File: src/rtl/cpu6_lsu.sv
// Memory-stage load/store unit: one data-bus transaction per memory op,
// stalls the pipeline until the response, then returns extended load data.
module cpu6_lsu #(
  parameter int XLEN   = 32,
  parameter int SIZE_W = 2
) (
  input  logic              clk,
  input  logic              reset,
  input  logic              memwriteM,
  input  logic              memtoregM,
  input  logic [XLEN-1:0]   aluoutM,
  input  logic [XLEN-1:0]   writedataM,
  input  logic [SIZE_W-1:0] memsizeM,
  input  logic              memunsignedM,
  output logic              stallM,
  output logic              lsu_doneM,
  output logic [XLEN-1:0]   lsu_rdataM,
  output logic              excp_misalignM,
  output logic              dbus_req,
  output logic              dbus_we,
  output logic [XLEN-1:0]   dbus_addr,
  output logic [3:0]        dbus_be,
  output logic [XLEN-1:0]   dbus_wdata,
  input  logic              dbus_gnt,
  input  logic              dbus_rvalid,
  input  logic [XLEN-1:0]   dbus_rdata
);

  typedef enum logic [1:0] {ST_IDLE, ST_REQ, ST_WAIT, ST_DONE} state_t;

  state_t            state;
  state_t            next_state;
  logic              memop;
  logic              misalign;
  logic              issue;
  logic [XLEN-1:0]   cap_addr;
  logic [XLEN-1:0]   cap_wdata;
  logic [3:0]        cap_be;
  logic [SIZE_W-1:0] cap_size;
  logic              cap_uns;
  logic              cap_we;
  logic [XLEN-1:0]   rdata_q;

  function automatic logic is_misaligned(input logic [SIZE_W-1:0] sz, input logic [1:0] off);
    case (sz)
      2'b00:   is_misaligned = 1'b0;
      2'b01:   is_misaligned = off[0];
      default: is_misaligned = (off != 2'b00);
    endcase
  endfunction

  function automatic logic [3:0] calc_be(input logic [SIZE_W-1:0] sz, input logic [1:0] off);
    case (sz)
      2'b00:   calc_be = 4'b0001 << off;
      2'b01:   calc_be = off[1] ? 4'b1100 : 4'b0011;
      default: calc_be = 4'b1111;
    endcase
  endfunction

  function automatic logic [XLEN-1:0] calc_wdata(input logic [SIZE_W-1:0] sz, input logic [XLEN-1:0] wd);
    case (sz)
      2'b00:   calc_wdata = {4{wd[7:0]}};
      2'b01:   calc_wdata = {2{wd[15:0]}};
      default: calc_wdata = wd;
    endcase
  endfunction

  function automatic logic [XLEN-1:0] extract(input logic [XLEN-1:0] rd, input logic [1:0] off,
                                              input logic [SIZE_W-1:0] sz, input logic uns);
    logic [XLEN-1:0] sh;
    sh = rd >> {off, 3'b000};
    case (sz)
      2'b00:   extract = uns ? {24'h000000, sh[7:0]} : {{24{sh[7]}}, sh[7:0]};
      2'b01:   extract = uns ? {16'h0000, sh[15:0]} : {{16{sh[15]}}, sh[15:0]};
      default: extract = sh;
    endcase
  endfunction

  assign memop    = memwriteM | memtoregM;
  assign misalign = is_misaligned(memsizeM, aluoutM[1:0]);

  // Next-state and bus/pipeline outputs; IDLE drives the bus straight from the M inputs.
  always_comb begin
    next_state     = state;
    issue          = 1'b0;
    stallM         = 1'b0;
    lsu_doneM      = 1'b0;
    lsu_rdataM     = {XLEN{1'b0}};
    excp_misalignM = 1'b0;
    dbus_req       = 1'b0;
    dbus_we        = 1'b0;
    dbus_addr      = {XLEN{1'b0}};
    dbus_be        = 4'b0000;
    dbus_wdata     = {XLEN{1'b0}};
    case (state)
      ST_IDLE: begin
        if (memop && misalign) begin
          excp_misalignM = 1'b1;
        end else if (memop) begin
          issue      = 1'b1;
          stallM     = 1'b1;
          dbus_req   = 1'b1;
          dbus_we    = memwriteM;
          dbus_addr  = {aluoutM[XLEN-1:2], 2'b00};
          dbus_be    = calc_be(memsizeM, aluoutM[1:0]);
          dbus_wdata = calc_wdata(memsizeM, writedataM);
          next_state = dbus_gnt ? ST_WAIT : ST_REQ;
        end else begin
          next_state = ST_IDLE;
        end
      end
      ST_REQ: begin
        stallM     = 1'b1;
        dbus_req   = 1'b1;
        dbus_we    = cap_we;
        dbus_addr  = {cap_addr[XLEN-1:2], 2'b00};
        dbus_be    = cap_be;
        dbus_wdata = cap_wdata;
        if (dbus_gnt) begin
          next_state = ST_WAIT;
        end else begin
          next_state = ST_REQ;
        end
      end
      ST_WAIT: begin
        stallM = 1'b1;
        if (dbus_rvalid) begin
          next_state = ST_DONE;
        end else begin
          next_state = ST_WAIT;
        end
      end
      ST_DONE: begin
        lsu_doneM  = 1'b1;
        lsu_rdataM = rdata_q;
        next_state = ST_IDLE;
      end
      default: begin
        next_state = ST_IDLE;
      end
    endcase
  end

  // State register, request capture and response data register.
  always_ff @(posedge clk) begin
    if (!reset) begin
      state     <= ST_IDLE;
      cap_addr  <= {XLEN{1'b0}};
      cap_wdata <= {XLEN{1'b0}};
      cap_be    <= 4'b0000;
      cap_size  <= {SIZE_W{1'b0}};
      cap_uns   <= 1'b0;
      cap_we    <= 1'b0;
      rdata_q   <= {XLEN{1'b0}};
    end else begin
      state <= next_state;
      if (issue) begin
        cap_addr  <= aluoutM;
        cap_wdata <= calc_wdata(memsizeM, writedataM);
        cap_be    <= calc_be(memsizeM, aluoutM[1:0]);
        cap_size  <= memsizeM;
        cap_uns   <= memunsignedM;
        cap_we    <= memwriteM;
      end
      // Stores complete with zero result data.
      if (state == ST_WAIT && dbus_rvalid) begin
        rdata_q <= cap_we ? {XLEN{1'b0}} : extract(dbus_rdata, cap_addr[1:0], cap_size, cap_uns);
      end
    end
  end

endmodule

File: config.mk
export PLATFORM = sky130hd
export DESIGN_NAME = cpu6_lsu
export DESIGN_NICKNAME = d
export VERILOG_FILES = /design/src/rtl/cpu6_lsu.sv
export SDC_FILE = /design/constraint.sdc
export NUM_CORES = 1
export LEC_CHECK = 0
export ABC_CLOCK_PERIOD_IN_PS = 5330
export BUFFER_PORTS_ARGS = -buffer_cell sky130_fd_sc_hd__buf_2
export CAP_MARGIN = 20
export CORE_AREA = 2 2 141 143
export CTS_CLUSTER_SIZE = 30
export DETAILED_ROUTE_END_ITERATION = 8
export DIE_AREA = 0 0 143 145
export PLACE_DENSITY = 0.53
export SYNTH_ARGS = -nofsm -noshare
export SYNTH_HDL_FRONTEND = slang
export SYNTH_SLANG_ARGS = --single-unit
File: constraint.sdc
create_clock -name clk -period 5.33 [get_ports clk]
set_input_delay 0.7995 -clock clk [delete_from_list [all_inputs] [get_ports clk]]
set_output_delay 0.7995 -clock clk [all_outputs]
set_load 0.005 [all_outputs]
==> impl_results.md, run 1 <==
* Core box area at 19200 um2
* Ratio of cells with drive above 1 in the final layout at 0.294
* Sequential share of power at 0.429
* Worst-path clk slew at 0.07 ns
* Final min period at 3.36 ns
* Inserted Clock Buffers at 9
* Vias in the first global route at 5321
* Asr flop ratio synth at 0
* Via density at 4.76
* Clock skew at 0.00656 ns
* Synth Warn # at 0
* EDFF count, synth at 0
* Leakage power at 0.00353 uW
* Clock sink count at 106
* Cell internal pwr at 1410 uW
* Fin. Hold Viols at 0
* Post-CTS resize count at 0
* Hold buffer count at cts at 0
* Crit-path cells: buf_2 > or2_2 > a21oi_4 > buf_4 > nand2_1 > nand2_1 > buf_2
* Largest net degree at the start of global routing at 84
* Row count at 51
* Fillers at 2040
* Total Wirelength at 17500 um
* CP Launch Type: input port
* Initial Util at 0.294
* Hpwl dp at 12500 um
* Initial drt markers at 220
* Die footprint at 20700 um2
* Hold slack at 0.449 ns
* CTS tree: yes
* Clock network power share at 0.323
* Initial antenna violation count at 4
* Unrepaired setup endpoints after global routing: no
* Slew headroom at 0.333
* Clock Tree Buf Depth at 2
* Combinational Power Share at 0.249
* CTS Root Buffer Type: clkbuf_16
* Max IR drop VDD at 0.201 mV
* Final setup viols at 0
* Post-CTS Setup Bufs at 0
* MaxCap Viol Count at 0
* Ys flop type: dfxtp_1
* CP Capture Type: primary output
* Sequential share of the synthesized area at 0.375
* Critical Path AT at 2.56 ns
* Synth-to-layout area growth at 26.4%
* CP max FO at 39
* Switch share at 0.329
* Min-delay worst type: flip-flop to flip-flop
* Htree depth at 3
* Critical path class: input port to primary output
* Tightest Pin Transition at 1.00 ns
* Crit-path max cell delay at 0.54 ns
* NumNets Final at 985
* Slew Limit Fails at 0
* Drt wl/cell at 15.3 um
* # diodes at 0
* Global-route wire length before repair at 28000 um
* Post-synthesis instance total at 708
* Clock latency on the worst-skew pair at 0.36 ns
* GRT Total Usage at 0.168
* Residual DRC at 0
* Via count at 5453
* Period utilisation layout at 0.630
* Gp weighted congestion at 0.802
* Chip height at 145 um
* Overall power at 2110 uW
* Outcome: finished, final reports clean
* Die Span X at 143 um
* Critical path's slowest cell: or2_2
* Power Density at 295 nW/um2
* Post-Syn Area per Cell at 7.98 um2
* Cell variety after synth at 40
* Mapped Area at 5650 um2
* IO Port Bufs at 207
* Final ANT Viol Nets at 0
* F_max at 0.298 GHz
* Setup TNS at 0 ns
* Seq cells post-synth at 106
* Worst path required time at 4.53 ns
* GR Overflow Total at 0
* Net Sw Power at 694 uW
* Drt first pass iters at 5
* Ports at 210
power groups by stage:
stage               clock network [uW]  registers (uW)  logic (uW)
floorplan                            0             910         332
global placement                     0             921         531
detailed placement                   0             922         533
CTS                                709             904         535
global route                       737             914         588
finish                             680             904         524
final timing paths:
| check | from | end | slack, ns | depth (start not counted) |
|---|---|---|---|---|
| worst max-delay path | memsizeM[1] | dbus_wdata[7] | 1.97 | 7 |
| worst min-delay path | rdata_q[8] | rdata_q[8] | 0.45 | 2 |
| worst max register to register | state[0] | rdata_q[26] | 2.80 | 6 |
| worst min register to register | rdata_q[8] | rdata_q[8] | 0.45 | 2 |
worst max-delay path: cells and delay by family:
kind	cells	cell delay (ns)
buffers and inverters	3	0.77
AND/OR/NAND/NOR	3	0.73
AO/OA/AOI/OAI	1	0.22
registers in the layout, summed over array words and instances, names as in the netlist:
signal and cells:
cap_wdata 32, cap_size 2, cap_addr 32, state 2, cap_uns 1, cap_be 4, rdata_q 32, cap_we 1
cell usage in the layout, fill, tap and decap left out, types with 2 or more instances in the layout:
master	synthesis	routed
nand2b_1	2	2
inv_8	0	2
and2_1	33	33
nand3b_1	8	8
mux4_2	8	8
a22oi_1	8	8
nor3b_2	2	2
mux2_2	10	10
ha_1	4	3
buf_2	9	207
buf_4	4	7
dfxtp_1	106	106
inv_6	0	2
or2_2	3	3
nor2b_1	12	12
a221o_1	16	16
inv_1	4	4
mux2i_1	31	31
o211a_1	20	20
nor2_1	4	4
conb_1	1	2
o21ai_0	42	42
a21oi_1	12	12
a21boi_0	54	54
nand2_1	254	254
clkbuf_16	0	9
logic make-up (layout without fill, tap and decap cells):
group           count (synthesis)  after routing  share of synthesized area
mux                            50             50                      0.109
buf+inv                        63            235                     0.0491
xor+xnor                        1              1                    0.00155
other cells                     1              2                   0.000664
flops                         106            106                      0.375
simple gates                  322            322                      0.249
fa+ha+maj                       4              4                    0.00886
compound gates                161            161                      0.207
cells in the mapped netlist (all sizes together) (2+ instances only):
| master | instances | share of area |
|---|---|---|
| a22oi | 8 | 0.011 |
| o21ai | 43 | 0.038 |
| mux2i | 31 | 0.055 |
| o211a | 20 | 0.035 |
| nor3b | 2 | 0.0044 |
| a21o | 2 | 0.0027 |
| clkbuf | 41 | 0.027 |
| nor2b | 12 | 0.013 |
| nand2 | 254 | 0.17 |
| mux2 | 11 | 0.022 |
| a21boi | 54 | 0.072 |
| or2 | 3 | 0.0033 |
| and2 | 34 | 0.038 |
| a221o | 16 | 0.028 |
| nor2 | 4 | 0.0027 |
| buf | 18 | 0.019 |
| dfxtp | 106 | 0.38 |
| nand3b | 8 | 0.011 |
| mux4 | 8 | 0.032 |
| inv | 4 | 0.0027 |
| ha | 4 | 0.0089 |
| a21oi | 13 | 0.012 |
| nand2b | 2 | 0.0022 |
area by class of cell:
type | count | area [um2] | share of cell area
Multi-Input combinational cell | 540 | 3270 | 0.457
Sequential cell | 106 | 2120 | 0.297
Clock inverter | 7 | 72.6 | 0.0102
Timing Repair Buffer | 215 | 1110 | 0.155
Tap cell | 265 | 332 | 0.0464
Clock buffer | 9 | 225 | 0.0315
Inverter | 4 | 15.0 | 0.00210
per-stage QoR:
step,instances,instance area (um2),utilization,setup slack (ns)
after floorplan,709,5660,-,2.55
after global placement,1130,6840,0.356,1.98
after detailed placement,1130,6840,0.356,1.97
after CTS,1146,7140,0.372,1.95
after global routing,1146,7140,0.372,1.78
final,1146,7140,0.372,1.97
routing by layer:
layer / global-route usage / wire [um]
met3: 0.0578 / 1510
met4: 0.0554 / 294
met2: 0.264 / 7710
met5: 0 / 50
met1: 0.215 / 7960
(Power assumes the default switching activity.)
==> inputs of run 2 (changes only) <==
--- a/config.mk
+++ b/config.mk
@@ -5,14 +5,14 @@
 export SDC_FILE = /design/constraint.sdc
 export NUM_CORES = 1
 export LEC_CHECK = 0
-export ABC_CLOCK_PERIOD_IN_PS = 5330
+export ABC_CLOCK_PERIOD_IN_PS = 3040
 export BUFFER_PORTS_ARGS = -buffer_cell sky130_fd_sc_hd__buf_2
 export CAP_MARGIN = 20
 export CORE_AREA = 2 2 141 143
 export CTS_CLUSTER_SIZE = 30
 export DETAILED_ROUTE_END_ITERATION = 8
 export DIE_AREA = 0 0 143 145
-export PLACE_DENSITY = 0.53
+export PLACE_DENSITY = 0.55
 export SYNTH_ARGS = -nofsm -noshare
 export SYNTH_HDL_FRONTEND = slang
 export SYNTH_SLANG_ARGS = --single-unit
==> constraint.sdc (replaced) <==
create_clock -name clk -period 3.04 [get_ports clk]
set_input_delay 0.456 -clock clk [delete_from_list [all_inputs] [get_ports clk]]
set_output_delay 0.456 -clock clk [all_outputs]
set_load 0.005 [all_outputs]
==> run 2 against run 1 <==
Compared with the run above: clock skew rose by 0.0051 ns; sequential power rose by 75%; first-iteration DRC count shrank 6.8%; largest power group unchanged; sequential share of layout area is 0.72 points lower; largest cell class unchanged.
==> impl_results.md, run 2 (synthesis results as in run 1) <==
* Outcome: finished, final reports clean
* IO Port Bufs at 207 (unchanged)
* Hold buffer count at cts at 0 (unchanged)
* Core Util, Final at 0.381 (+0.00919)
* R2R Path Start: state[0]
* Final Worst Setup Slack at 0.399 ns (-1.57 ns)
* Drt wl/cell at 15.0 um (-2.1%)
* MaxCap Viol Count at 0 (unchanged)
* Core box area at 19200 um2 (unchanged)
* Htree depth at 3 (unchanged)
* Synth-to-layout area growth at 29.5%
* FF-to-FF path depth at 7 (+1)
* Setup crit end: dbus_wdata[8]
* Global-route wire length before repair at 26800 um (-4.1%)
* Setup TNS at 0 ns (unchanged)
* Worst-path clk slew at 0.08 ns (about the same)
* Clock sink count at 106 (unchanged)
* Min-delay worst type: input port to flip-flop
* Layout Cells excl Fill at 1163 (+1.5%)
* Ports at 210 (unchanged)
* Drt first pass iters at 4 (-1)
* Clock network power share at 0.332 (+0.009)
* Residual DRC at 0 (unchanged)
* Via density at 4.75 (-0.25%)
* GRT Total Usage at 0.162 (-0.00646)
* Gp weighted congestion at 0.774 (-3.5%)
* CP max FO at 29 (-26%)
* Fillers at 2050 (+0.49%)
* Initial antenna violation count at 2 (-2)
* Tightest Pin Transition at 0.811 ns (-0.189 ns)
* Final min period at 2.64 ns
* Final ANT Viol Nets at 0 (unchanged)
* CTS Root Buffer Type: clkbuf_16
* Leakage power at 0.00363 uW (+2.9%)
* Dpl ws at 0.468 ns (-1.50 ns)
* Via count at 5520 (+1.2%)
* Row count at 51 (unchanged)
* Power Density at 524 nW/um2 (+78%)
* NumNets Final at 1001 (+1.6%)
* Clock Tree Buf Depth at 2 (unchanged)
* Sequential share of power at 0.413 (-0.016)
* Setup crit start: state[0]
* Critical Path AT at 2.18 ns (-0.38 ns)
* Inserted Clock Buffers at 9 (unchanged)
* Vias in the first global route at 5081 (-4.5%)
* F_max at 0.379 GHz
* Commonest non-fill, non-tap cell in the layout: nand2_1
* CP Capture Type: primary output
* Clock skew at 0.0117 ns (+0.00513 ns)
* Placed cell count at 1142 (+1.1%)
* R2R Setup Slk at 0.72 ns (-2.08 ns)
* Worst path required time at 2.58 ns (-1.95 ns)
* Chip height at 145 um (unchanged)
* CTS tree: yes
* Die footprint at 20700 um2 (unchanged)
* Hold slack at 0.364 ns (-0.0850 ns)
* Slew headroom at 0.459 (+0.126)
* Period utilisation layout at 0.869
* Cell internal pwr at 2600 uW (+84%)
* Switch share at 0.321 (-0.00837)
* GR Overflow Total at 0 (unchanged)
* Fin. Hold Viols at 0 (unchanged)
* Most frequent cells in the layout: 254 x nand2_1, 207 x buf_2, 106 x dfxtp_1
* Hpwl dp at 12400 um (-0.46%)
* Die Span X at 143 um (unchanged)
* Net Sw Power at 1230 uW (+77%)
* Critical path class: flip-flop to primary output
* Unrepaired setup endpoints after global routing: no
* Final setup viols at 0 (unchanged)
* Combinational Power Share at 0.255 (+0.006)
* Top Registers: cap_addr (32), cap_wdata (32), rdata_q (32)
* Initial Util at 0.294 (unchanged)
* Clock latency on the worst-skew pair at 0.35 ns (about the same)
* Slew Limit Fails at 0 (unchanged)
* Largest net degree at the start of global routing at 84 (unchanged)
* RR Endpoint: cap_wdata[28]
* Total Wirelength at 17400 um (-0.64%)
* Initial drt markers at 205 (-6.8%)
* Ratio of cells with drive above 1 in the final layout at 0.307 (+0.0126)
* CP Launch Type: flip-flop
* Max IR drop VDD at 0.252 mV (+25%)
==> run 2: cell type report <==
| type | count | area, um2 | area share |
|---|---|---|---|
| antenna | 1 | 2.50 | 0.000342 |
| clock buffer | 9 | 225 | 0.0308 |
| clock inverter | 7 | 95.1 | 0.0130 |
| inverter | 4 | 15.0 | 0.00205 |
| multi-input combinational | 540 | 3270 | 0.447 |
| sequential | 106 | 2120 | 0.290 |
| tap | 265 | 332 | 0.0453 |
| timing repair buffer | 231 | 1250 | 0.171 |
==> run 2: power by group through the flow <==
stage                     Clock [uW]  Sequential, uW  Combinational (uW)
final                           1270            1580                 977
after global placement             0            1610                 969
after global routing            1370            1600                1090
after floorplan                    0            1600                 581
after detailed placement           0            1620                 968
after CTS                       1320            1580                 971
==> run 2: how the worst min path moves through the flow <==
stage	slack [ns]	depth (start not counted)	from	endpoint
2_1_floorplan	0.42	2	rdata_q[10]	rdata_q[10]
5_1_grt	0.35	3	aluoutM[11]	cap_addr[11]
3_5_place_dp	0.44	2	rdata_q[9]	rdata_q[9]
4_1_cts	0.34	3	memunsignedM	cap_uns
3_3_place_gp	0.43	2	rdata_q[14]	rdata_q[14]
6_report	0.36	3	memunsignedM	cap_uns
==> run 2: worst max-delay path, cell delays in order (launching register included) <==
cell,delay (ns)
dfxtp_1,0.41
inv_1,0.08
ha_1,0.26
o21ai_1,0.34
a21o_4,0.36
o21ai_0,0.20
buf_2,0.16
==> run 2: layer usage <==
metal | wire (um) | track usage | share of wire
met5 | 0 | 0 | 0
met4 | 206 | 0.0391 | 0.012
met3 | 1460 | 0.0508 | 0.084
met2 | 7880 | 0.255 | 0.45
met1 | 7870 | 0.214 | 0.45
==> run 2: what timing repair did <==
action,4_1_cts,5_1_grt
resized for setup,0,1
endpoints found under the setup margin,0,4
setup buffers,0,4
hold endpoints to repair,0,0
==> run 2: stage by stage <==
step                total power (uW)  instance area [um2]
floorplan                       2180                 5660
finish                          3840                 7320
global route                    4070                 7320
global placement                2580                 6950
detailed placement              2580                 6950
CTS                             3880                 7270
==> inputs of run 3 (changes only) <==
--- a/config.mk
+++ b/config.mk
@@ -13,6 +13,7 @@
 export DETAILED_ROUTE_END_ITERATION = 8
 export DIE_AREA = 0 0 143 145
 export PLACE_DENSITY = 0.55
+export RECOVER_POWER = 100
 export SYNTH_ARGS = -nofsm -noshare
 export SYNTH_HDL_FRONTEND = slang
 export SYNTH_SLANG_ARGS = --single-unit
==> run 3 against run 2 <==
Compared with the run above: global-route usage did not move; cell count is the same; largest cell class unchanged; critical path type unchanged; critical path depth grew 3; first-iteration DRC count decreased by 21%.
==> impl_results.md, run 3 (synthesis results as in run 1) <==
* GRT Total Usage at 0.162 (unchanged)
* Tightest Pin Transition at 1.09 ns (+0.279 ns)
* Ratio of cells with drive above 1 in the final layout at 0.247 (-0.0591)
* Final setup viols at 0 (unchanged)
* Via count at 5514 (-0.11%)
* Initial drt markers at 162 (-21%)
* Crit-path max cell delay at 0.35 ns (-0.06 ns)
* Commonest non-fill, non-tap cell in the layout: nand2_1
* Most frequent CP cell: nand2_1
* Global-route wire length before repair at 26800 um (unchanged)
* Vias in the first global route at 5081 (unchanged)
* Ports at 210 (unchanged)
* Setup TNS at 0 ns (unchanged)
* Final Worst Setup Slack at 0.329 ns (-0.0700 ns)
* Critical path's slowest cell: dfxtp_1
* Worst path required time at 2.58 ns (about the same)
* Unrepaired setup endpoints after global routing: no
* Outcome: finished, final reports clean
* Total Wirelength at 17400 um (about the same)
* CP Capture Type: primary output
* Power Density at 526 nW/um2 (+0.46%)
* Most frequent cells in the layout: 254 x nand2_1, 159 x buf_2, 106 x dfxtp_1
* CTS tree: yes
* Fin. Hold Viols at 0 (unchanged)
* Leakage power at 0.00339 uW (-6.4%)
* Htree depth at 3 (unchanged)
* Initial antenna violation count at 2 (unchanged)
* Critical Path AT at 2.25 ns (+0.07 ns)
* Crit-path cells: inv_1 > ha_1 > o21ai_1 > a21oi_4 > buf_12 > clkbuf_4 > nand2_1 > nand2_1 > clkbuf_1
* Slew headroom at 0.273 (-0.186)
* Inserted Clock Buffers at 9 (unchanged)
* Max IR drop VDD at 0.248 mV (-1.5%)
* F_max at 0.369 GHz (-2.6%)
* Clock sink count at 106 (unchanged)
* Synth-to-layout area growth at 27.5%
* Period utilisation layout at 0.892 (+0.0230)
* Die footprint at 20700 um2 (unchanged)
* Clock Tree Buf Depth at 2 (unchanged)
* Final ANT Viol Nets at 0 (unchanged)
* Chip height at 145 um (unchanged)
* Critical path class: flip-flop to primary output
* Core box area at 19200 um2 (unchanged)
* CP max FO at 21 (-28%)
* Final min period at 2.71 ns (+0.0700 ns)
* IO Port Bufs at 207 (unchanged)
* Residual DRC at 0 (unchanged)
* Top Registers: cap_addr (32), cap_wdata (32), rdata_q (32)
* Drt wl/cell at 15.0 um (about the same)
* NumNets Final at 1001 (unchanged)
* Clock skew at 0.0111 ns (-0.000546 ns)
* MaxCap Viol Count at 0 (unchanged)
* R2R Setup Slk at 0.43 ns (-0.29 ns)
* Min-delay worst type: input port to flip-flop
* Slew Limit Fails at 0 (unchanged)
* Die Span X at 143 um (unchanged)
* GR Overflow Total at 0 (unchanged)
* Hpwl dp at 12400 um (unchanged)
* CP Launch Type: flip-flop
* Drt first pass iters at 4 (unchanged)
* Row count at 51 (unchanged)
* Fillers at 2074 (+1.2%)
* Hold buffer count at cts at 0 (unchanged)
* CTS Root Buffer Type: clkbuf_16
* Placed cell count at 1142 (unchanged)
* Largest net degree at the start of global routing at 84 (unchanged)
* Worst-path clk slew at 0.08 ns (about the same)
* Clock latency on the worst-skew pair at 0.35 ns (about the same)
* Dpl ws at 0.468 ns (unchanged)
* Gp weighted congestion at 0.774 (unchanged)
* Initial Util at 0.294 (unchanged)
* Via density at 4.74 (-0.11%)
* Layout Cells excl Fill at 1163 (unchanged)
## run 3: cell count changes in the layout (fill, tap and decap cells not counted), sizes merged
cell	delta
buf	-59
clkbuf	+59
## run 3: report_power, final
group	internal, uW	switching, uW
Combinational	380	554
Clock	665	609
Sequential	1520	69.2
## run 3: timing repair
item | 4_1_cts | 5_1_grt
endpoints found under the setup margin | 0 | 4
buffers inserted | 0 | 4
resized for setup | 0 | 1
## run 3: per-stage QoR
step	power [uW]	cell area (um2)	hold WS (ns)	utilization
global placement	2580	6950	0.429	0.362
CTS	3880	7270	0.344	0.378
finish	3790	7200	0.366	0.375
floorplan	2180	5660	0.417	-
detailed placement	2580	6950	0.438	0.362
global route	4020	7200	0.352	0.375
## run 3: critical path, delay by kind of cell, from the launching register on
| family | cells | cell delay [ns] |
|---|---|---|
| AOI/OAI and AO/OA | 2 | 0.46 |
| adders and majority gates | 1 | 0.25 |
| buffers and inverters | 4 | 0.65 |
| DFF | 1 | 0.35 |
| and+or+nand+nor | 2 | 0.17 |
## run 3: worst paths after layout
check	startpoint	endpoint	cells after the start
max	state[0]	dbus_addr[25]	9
max reg2reg	state[0]	cap_addr[19]	7
min	memunsignedM	cap_uns	3
min reg2reg	rdata_q[9]	rdata_q[9]	2
## run 3: metal layers
metal  up-vias  global-route usage  routed length, um
met5         -                   0                  0
met4         0              0.0391                206
met3        13              0.0508               1380
met2       186               0.255               7900
met1      2543               0.214               7930
li1       2772                   -                  -
## run 3: final cells by class
| type | instances | area [um2] | share of cell area |
|---|---|---|---|
| Timing Repair Buffer | 231 | 1140 | 0.158 |
| Sequential cell | 106 | 2120 | 0.295 |
| Antenna cell | 1 | 2.50 | 0.000347 |
| Clock inverter | 7 | 95.1 | 0.0132 |
| Clock buffer | 9 | 225 | 0.0313 |
| Multi-Input combinational cell | 540 | 3270 | 0.454 |
| Inverter | 4 | 15.0 | 0.00208 |
| Tap cell | 265 | 332 | 0.0460 |
